`config.mk`:
```
export PLATFORM = sky130hd
export DESIGN_NAME = servo_cmd_rx_flat
export DESIGN_NICKNAME = d
export VERILOG_FILES = /design/src/rtl/servo_cmd_rx_if.sv /design/src/rtl/servo_cmd_rx.sv /design/src/flat_wrapper.sv
export SDC_FILE = /design/constraint.sdc
export NUM_CORES = 1
export LEC_CHECK = 0
export BUFFER_PORTS_ARGS = -buffer_cell sky130_fd_sc_hd__buf_2
export CAP_MARGIN = 15
export CORE_MARGIN = 5
export CORE_UTILIZATION = 34
export CTS_CLUSTER_DIAMETER = 40
export CTS_CLUSTER_SIZE = 12
export DETAILED_ROUTE_END_ITERATION = 8
export PLACE_DENSITY = 0.62
export SLEW_MARGIN = 10
export SYNTH_ARGS = -nofsm -noshare
export SYNTH_HDL_FRONTEND = slang
export SYNTH_SLANG_ARGS = --single-unit
```
`constraint.sdc`:
```
create_clock -name clk -period 5.75 [get_ports clk]
set_clock_uncertainty 0.15 [all_clocks]
set_input_delay 1.15 -clock clk [delete_from_list [all_inputs] [get_ports clk]]
set_output_delay 1.15 -clock clk [all_outputs]
set_load 0.01 [all_outputs]
```
`src/rtl/servo_cmd_rx_if.sv`:
```
// Byte-stream handshake between a byte source and servo_cmd_rx.
// Ports: in_data (byte), in_valid (source has a byte), in_ready (sink takes it).
interface servo_cmd_rx_if;
    logic [7:0] in_data;
    logic       in_valid;
    logic       in_ready;

    modport master (
        output in_data,
        output in_valid,
        input  in_ready
    );

    modport slave (
        input  in_data,
        input  in_valid,
        output in_ready
    );
endinterface

```
`src/rtl/servo_cmd_rx.sv`:
```
// Servo command decoder: parses FF/CH/VAL/CS packets into a position bank.
// Ports: clk, res (async, active-high), bus (slave byte handshake),
//   servo_data (flat positions, channel i at [i*8 +: 8]),
//   pkt_ok / pkt_err (one-cycle pulses), err_cnt (saturating reject count).
// Optional SERVO_CMD_SHADOW_EN: writes land in a shadow bank; commit copies all.
module servo_cmd_rx #(
    parameter int          SERVO_CNT  = 18,
    parameter int          RESOLUTION = 8,
    parameter logic [7:0]  RESET_POS  = 8'd128
) (
    input  logic                              clk,
    input  logic                              res,
    servo_cmd_rx_if.slave                     bus,
    output logic [SERVO_CNT*RESOLUTION-1:0]   servo_data,
    output logic                              pkt_ok,
    output logic                              pkt_err,
    output logic [7:0]                        err_cnt
);

    localparam logic [7:0] SYNC   = 8'hFF;
    localparam logic [7:0] COMMIT = 8'h80;

    localparam logic [2:0] ST_IDLE  = 3'd0;
    localparam logic [2:0] ST_CHAN  = 3'd1;
    localparam logic [2:0] ST_VALUE = 3'd2;
    localparam logic [2:0] ST_CSUM  = 3'd3;
    localparam logic [2:0] ST_APPLY = 3'd4;

    if (RESOLUTION != 8 || SERVO_CNT < 1 || SERVO_CNT > 127) begin : g_bad_cfg
        $error("servo_cmd_rx: unsupported SERVO_CNT/RESOLUTION");
    end

    logic [2:0] state;
    logic [7:0] ch_r;
    logic [7:0] val_r;
    logic [7:0] cs_r;
    logic [7:0] pos [SERVO_CNT];

    logic xfer;
    logic is_sync;
    logic abort;
    logic is_commit;
    logic ch_valid;
    logic csum_ok;
    logic apply_ok;
    logic apply_err;

    // Ready is forced low while reset is held, not just by the FSM state.
    assign bus.in_ready = !res && (state != ST_APPLY);

    assign xfer      = bus.in_valid && bus.in_ready;
    assign is_sync   = (bus.in_data == SYNC);
    // A sync byte inside a packet restarts framing; APPLY never transfers.
    assign abort     = xfer && is_sync && (state != ST_IDLE);

    assign is_commit = (ch_r == COMMIT);
    assign ch_valid  = (ch_r < 8'(SERVO_CNT));
    assign csum_ok   = ((ch_r ^ val_r) == cs_r);
    assign apply_ok  = (state == ST_APPLY) && csum_ok && (is_commit || ch_valid);
    assign apply_err = (state == ST_APPLY) && !(csum_ok && (is_commit || ch_valid));

    always_ff @(posedge clk or posedge res) begin
        if (res) begin
            state <= ST_IDLE;
            ch_r  <= 8'h00;
            val_r <= 8'h00;
            cs_r  <= 8'h00;
        end else begin
            case (state)
                ST_IDLE: begin
                    if (xfer && is_sync) state <= ST_CHAN;
                end
                ST_CHAN: begin
                    if (xfer) begin
                        if (is_sync) begin
                            state <= ST_CHAN;
                        end else begin
                            ch_r  <= bus.in_data;
                            state <= ST_VALUE;
                        end
                    end
                end
                ST_VALUE: begin
                    if (xfer) begin
                        if (is_sync) begin
                            state <= ST_CHAN;
                        end else begin
                            val_r <= bus.in_data;
                            state <= ST_CSUM;
                        end
                    end
                end
                ST_CSUM: begin
                    if (xfer) begin
                        if (is_sync) begin
                            state <= ST_CHAN;
                        end else begin
                            cs_r  <= bus.in_data;
                            state <= ST_APPLY;
                        end
                    end
                end
                ST_APPLY: state <= ST_IDLE;
                default:  state <= ST_IDLE;
            endcase
        end
    end

    always_ff @(posedge clk or posedge res) begin
        if (res) begin
            pkt_ok  <= 1'b0;
            pkt_err <= 1'b0;
            err_cnt <= 8'h00;
        end else begin
            pkt_ok  <= apply_ok;
            pkt_err <= apply_err || abort;
            if ((apply_err || abort) && err_cnt != 8'hFF) begin
                err_cnt <= err_cnt + 8'h01;
            end
        end
    end

`ifdef SERVO_CMD_SHADOW_EN
    logic [7:0] shadow [SERVO_CNT];

    always_ff @(posedge clk or posedge res) begin
        if (res) begin
            for (int i = 0; i < SERVO_CNT; i++) begin
                pos[i]    <= RESET_POS;
                shadow[i] <= RESET_POS;
            end
        end else if (apply_ok) begin
            if (is_commit) begin
                for (int i = 0; i < SERVO_CNT; i++) begin
                    pos[i] <= shadow[i];
                end
            end else begin
                for (int i = 0; i < SERVO_CNT; i++) begin
                    if (ch_r == 8'(i)) shadow[i] <= val_r;
                end
            end
        end
    end
`else
    always_ff @(posedge clk or posedge res) begin
        if (res) begin
            for (int i = 0; i < SERVO_CNT; i++) begin
                pos[i] <= RESET_POS;
            end
        end else if (apply_ok && !is_commit) begin
            for (int i = 0; i < SERVO_CNT; i++) begin
                if (ch_r == 8'(i)) pos[i] <= val_r;
            end
        end
    end
`endif

    for (genvar g = 0; g < SERVO_CNT; g++) begin : g_out
        assign servo_data[g*RESOLUTION +: RESOLUTION] = pos[g];
    end

endmodule

```
`src/flat_wrapper.sv`:
```
// flat-port wrapper written by rule: the top's interface ports become plain ports
module servo_cmd_rx_flat 
#(
    parameter int          SERVO_CNT  = 18,
    parameter int          RESOLUTION = 8,
    parameter logic [7:0]  RESET_POS  = 8'd128
)
  (clk, res, servo_data, pkt_ok, pkt_err, err_cnt, bus_in_data, bus_in_valid, bus_in_ready);
  servo_cmd_rx_if bus_i ();
  input  logic clk;
  input  logic res;
  output logic [SERVO_CNT*RESOLUTION-1:0] servo_data;
  output logic pkt_ok;
  output logic pkt_err;
  output logic [7:0] err_cnt;
  input wire logic [$bits(bus_i.in_data)-1:0] bus_in_data;
  input wire logic [$bits(bus_i.in_valid)-1:0] bus_in_valid;
  output wire logic [$bits(bus_i.in_ready)-1:0] bus_in_ready;
  assign bus_i.in_data = bus_in_data;
  assign bus_i.in_valid = bus_in_valid;
  assign bus_in_ready = bus_i.in_ready;
  servo_cmd_rx #(.SERVO_CNT(SERVO_CNT), .RESOLUTION(RESOLUTION), .RESET_POS(RESET_POS)) u_core (.clk(clk), .res(res), .bus(bus_i), .servo_data(servo_data), .pkt_ok(pkt_ok), .pkt_err(pkt_err), .err_cnt(err_cnt));
endmodule
```
==> impl_metrics.ini <==
[synthesis]
sequential_element_share_of_the_synthesized_area = 0.621
synth.cells.most_frequent = mux2_2 (170), dfrtp_1 (163), clkbuf_1 (19), dfstp_2 (18), nand4_1 (9)
ys.warnings.count = 0
synth_largest_area_cell = dfrtp_1
synth.ff_latch_count = 181
synth.area.top_cells = dfrtp_1 (56%), mux2_2 (26%), dfstp_2 (6.5%)
postSynthAreaPerCell_um2 = 15.7
post_synth_instance_area_um2 = 7330
synth_enable_flop_cells = 0
synth_flop_cell = dfrtp_1
mappedNetlistNets = 479
synth_async_sr_flop_share = 1.00
synth_cell_type_count = 37
yosys.cell_count.top_type = mux2_2
gate_count_of_the_mapped_netlist = 467
synth_top_cell_area_share = 0.557

[hold_path]
worstHoldPathType = flop to flop
hp-start = u_core.state[2]$_DFFE_PP0P_

[timing]
setup_viol_count_final = 0
final-max-slew-violation-count = 0
setup_total_negative_slack_ns = 0
finalHoldViolations = 0
unrepaired_setup_endpoints_after_global_routing = false
finalWorstSetupSlack_ns = 2.19
clock.fmax_ghz = 0.281
tightest_slew_ns = 0.934
period_minus_slack_ns = 3.56
fin_crit_sh = 0.619
holdWs_ns = 0.331
worst_slew_margin_rel = 0.377

[critical_path]
timing.critical_path.cells = xnor3_1 -> nand4_1 -> nor3_2 -> and3_1 -> and4_1 -> mux2_2
critical_path_buf_inv_count = 0
worst_r2r_endpoint = u_core.servo_data[106]$_DFFE_PP0P_
r2r_slack_ns = 2.19
crit_family = simple AND/OR/NAND/NOR gates
critical-path-max-stage-delay_ns = 0.95
cp.arrival_ns = 3.72
startpoint = u_core.val_r[3]$_DFFE_PP0P_
crit_end = u_core.servo_data[106]$_DFFE_PP0P_
worst-setup-path-type = flop to flop
crit_path_max_fanout = 20
critical_path.endpoint_type = flop
cp_slowest_cell = dfrtp_1
timing.critical_path.depth = 6
critPathRequiredTime_ns = 5.90
start_kind = flop
worstRegToRegCells = 6
worstReg2RegStart = u_core.val_r[3]$_DFFE_PP0P_

[final_layout]
num-nets-final = 638
area_growth_pct = 23.1
layout-drive-gt1-share = 0.623
antenna_cells_inserted = 0

[cts]
numCtsBuffers = 17
h-tree-depth = 4
ctsLongestPathBuffers = 2
post_cts_resized = 0
numClockSinks = 181
cts_tree = built
post_cts_buffers = 0
post_cts_hold_buffer_count = 0
clock_latency_ns = 0.42
clk_root_buffer_cell = clkbuf_16
cts.clk_slew.worst_paths_ns = 0.07

[die]
pin_count = 166
initial_core_utilization = 0.346
coreArea_um2 = 21200
die_w_um = 157
dieHeight_um = 157
fp-row-count = 53
fp.dieArea_um2 = 24600

[route]
wire_per_inst_um = 20.8
drc_errors = 0
first_iter_violations = 206
drt-vias-per-instance = 4.89
dr.pass1.iters = 4
drt-total-wl_mm = 19.0
final_antenna_net_count = 0
dr_total_vias = 4465

[outcome]
outcome = complete, no violations

[power_and_ir_drop]
worst_ir_drop_vdd_uv = 211
leakage_nw = 4.88
power.total_w = 0.00328
powerDensity_nw_per_um2 = 364

[grt]
grtUsageTotal = 0.158
first_pass_grt_wire_length_mm = 29.7
antenna_found_initial = 0
largest_net_degree_at_the_start_of_global_routing = 87
first_global_vias = 4936
globalRouteOverflowTotal = 0

[placement]
pre_cts_slack_ns = 2.12
globalplace.congestion = 0.761
io_buffers = 165
detailedPlacementHpwl_mm = 13.6

[job]
drv_cap = 0
-- power breakdown --
group	internal (W)	switching (W)
clock	0.000697	0.000479
combinational	0.000260	0.000161
sequential	0.00137	0.000319
-- state kept, by name, indices dropped and copies added (netlist names) --
register,count
u_core.state,3
u_core.val_r,8
u_core.cs_r,8
u_core.pkt_err,1
u_core.err_cnt,8
u_core.ch_r,8
u_core.pkt_ok,1
u_core.servo_data,144
-- per-layer routing --
metal | GRT usage | wire, µm | vias to the layer above
met5 | 0 | 0 | -
met4 | 0.0417 | 254 | 0
met3 | 0.0642 | 1520 | 16
met2 | 0.258 | 9270 | 120
met1 | 0.196 | 7980 | 2342
li1 | - | - | 1987
-- cell type report --
class	count	area [µm²]
clock buffer	20	447
clock inverter	12	153
fill	1908	12100
inverter	2	11.3
multi-input combinational	256	2650
sequential	181	4550
tap	275	344
timing repair buffer	168	868
-- cell usage in the layout (no fill, tap or decap), types with 3 or more instances in the layout --
cell       instances
bufinv_16          3
clkinv_2           4
nor2_1             6
buf_2            165
nand3_2            7
xnor3_1            8
clkbuf_16         17
nand3_1            3
and3_1             8
dfrtp_1          163
nor2b_1            6
nor3_1             4
nand2_1            6
mux2_2           170
nand4_1            9
dfstp_2           18
xnor2_1            5
and4_1             3
-- how the worst min path moves through the flow --
stage	endpoint	slack, ns	cells after the start
3_5_place_dp	u_core.state[1]$_DFFE_PP0P_	0.32	1
3_3_place_gp	u_core.state[1]$_DFFE_PP0P_	0.31	1
2_1_floorplan	u_core.state[1]$_DFFE_PP0P_	0.29	1
4_1_cts	u_core.state[1]$_DFFE_PP0P_	0.33	1
6_report	u_core.state[1]$_DFFE_PP0P_	0.33	1
5_1_grt	u_core.state[1]$_DFFE_PP0P_	0.35	1
-- cell families after synthesis --
group                    synth area share
buffers and inverters              0.0181
XOR/XNOR                           0.0318
AND/OR/NAND/NOR                    0.0596
flip-flops                          0.621
multiplexers                        0.261
adder cells (fa/ha/maj)           0.00171
AO/OA/AOI/OAI                     0.00666
-- stage by stage --
| stage | std cells | utilization | area [µm²] |
|---|---|---|---|
| floorplan | 467 | - | 7330 |
| global placement | 881 | 0.397 | 8390 |
| detailed placement | 881 | 0.397 | 8390 |
| finish | 914 | 0.426 | 9020 |
| CTS | 913 | 0.425 | 8990 |
| global route | 914 | 0.426 | 9020 |
Power figures use the tool's default switching activity.
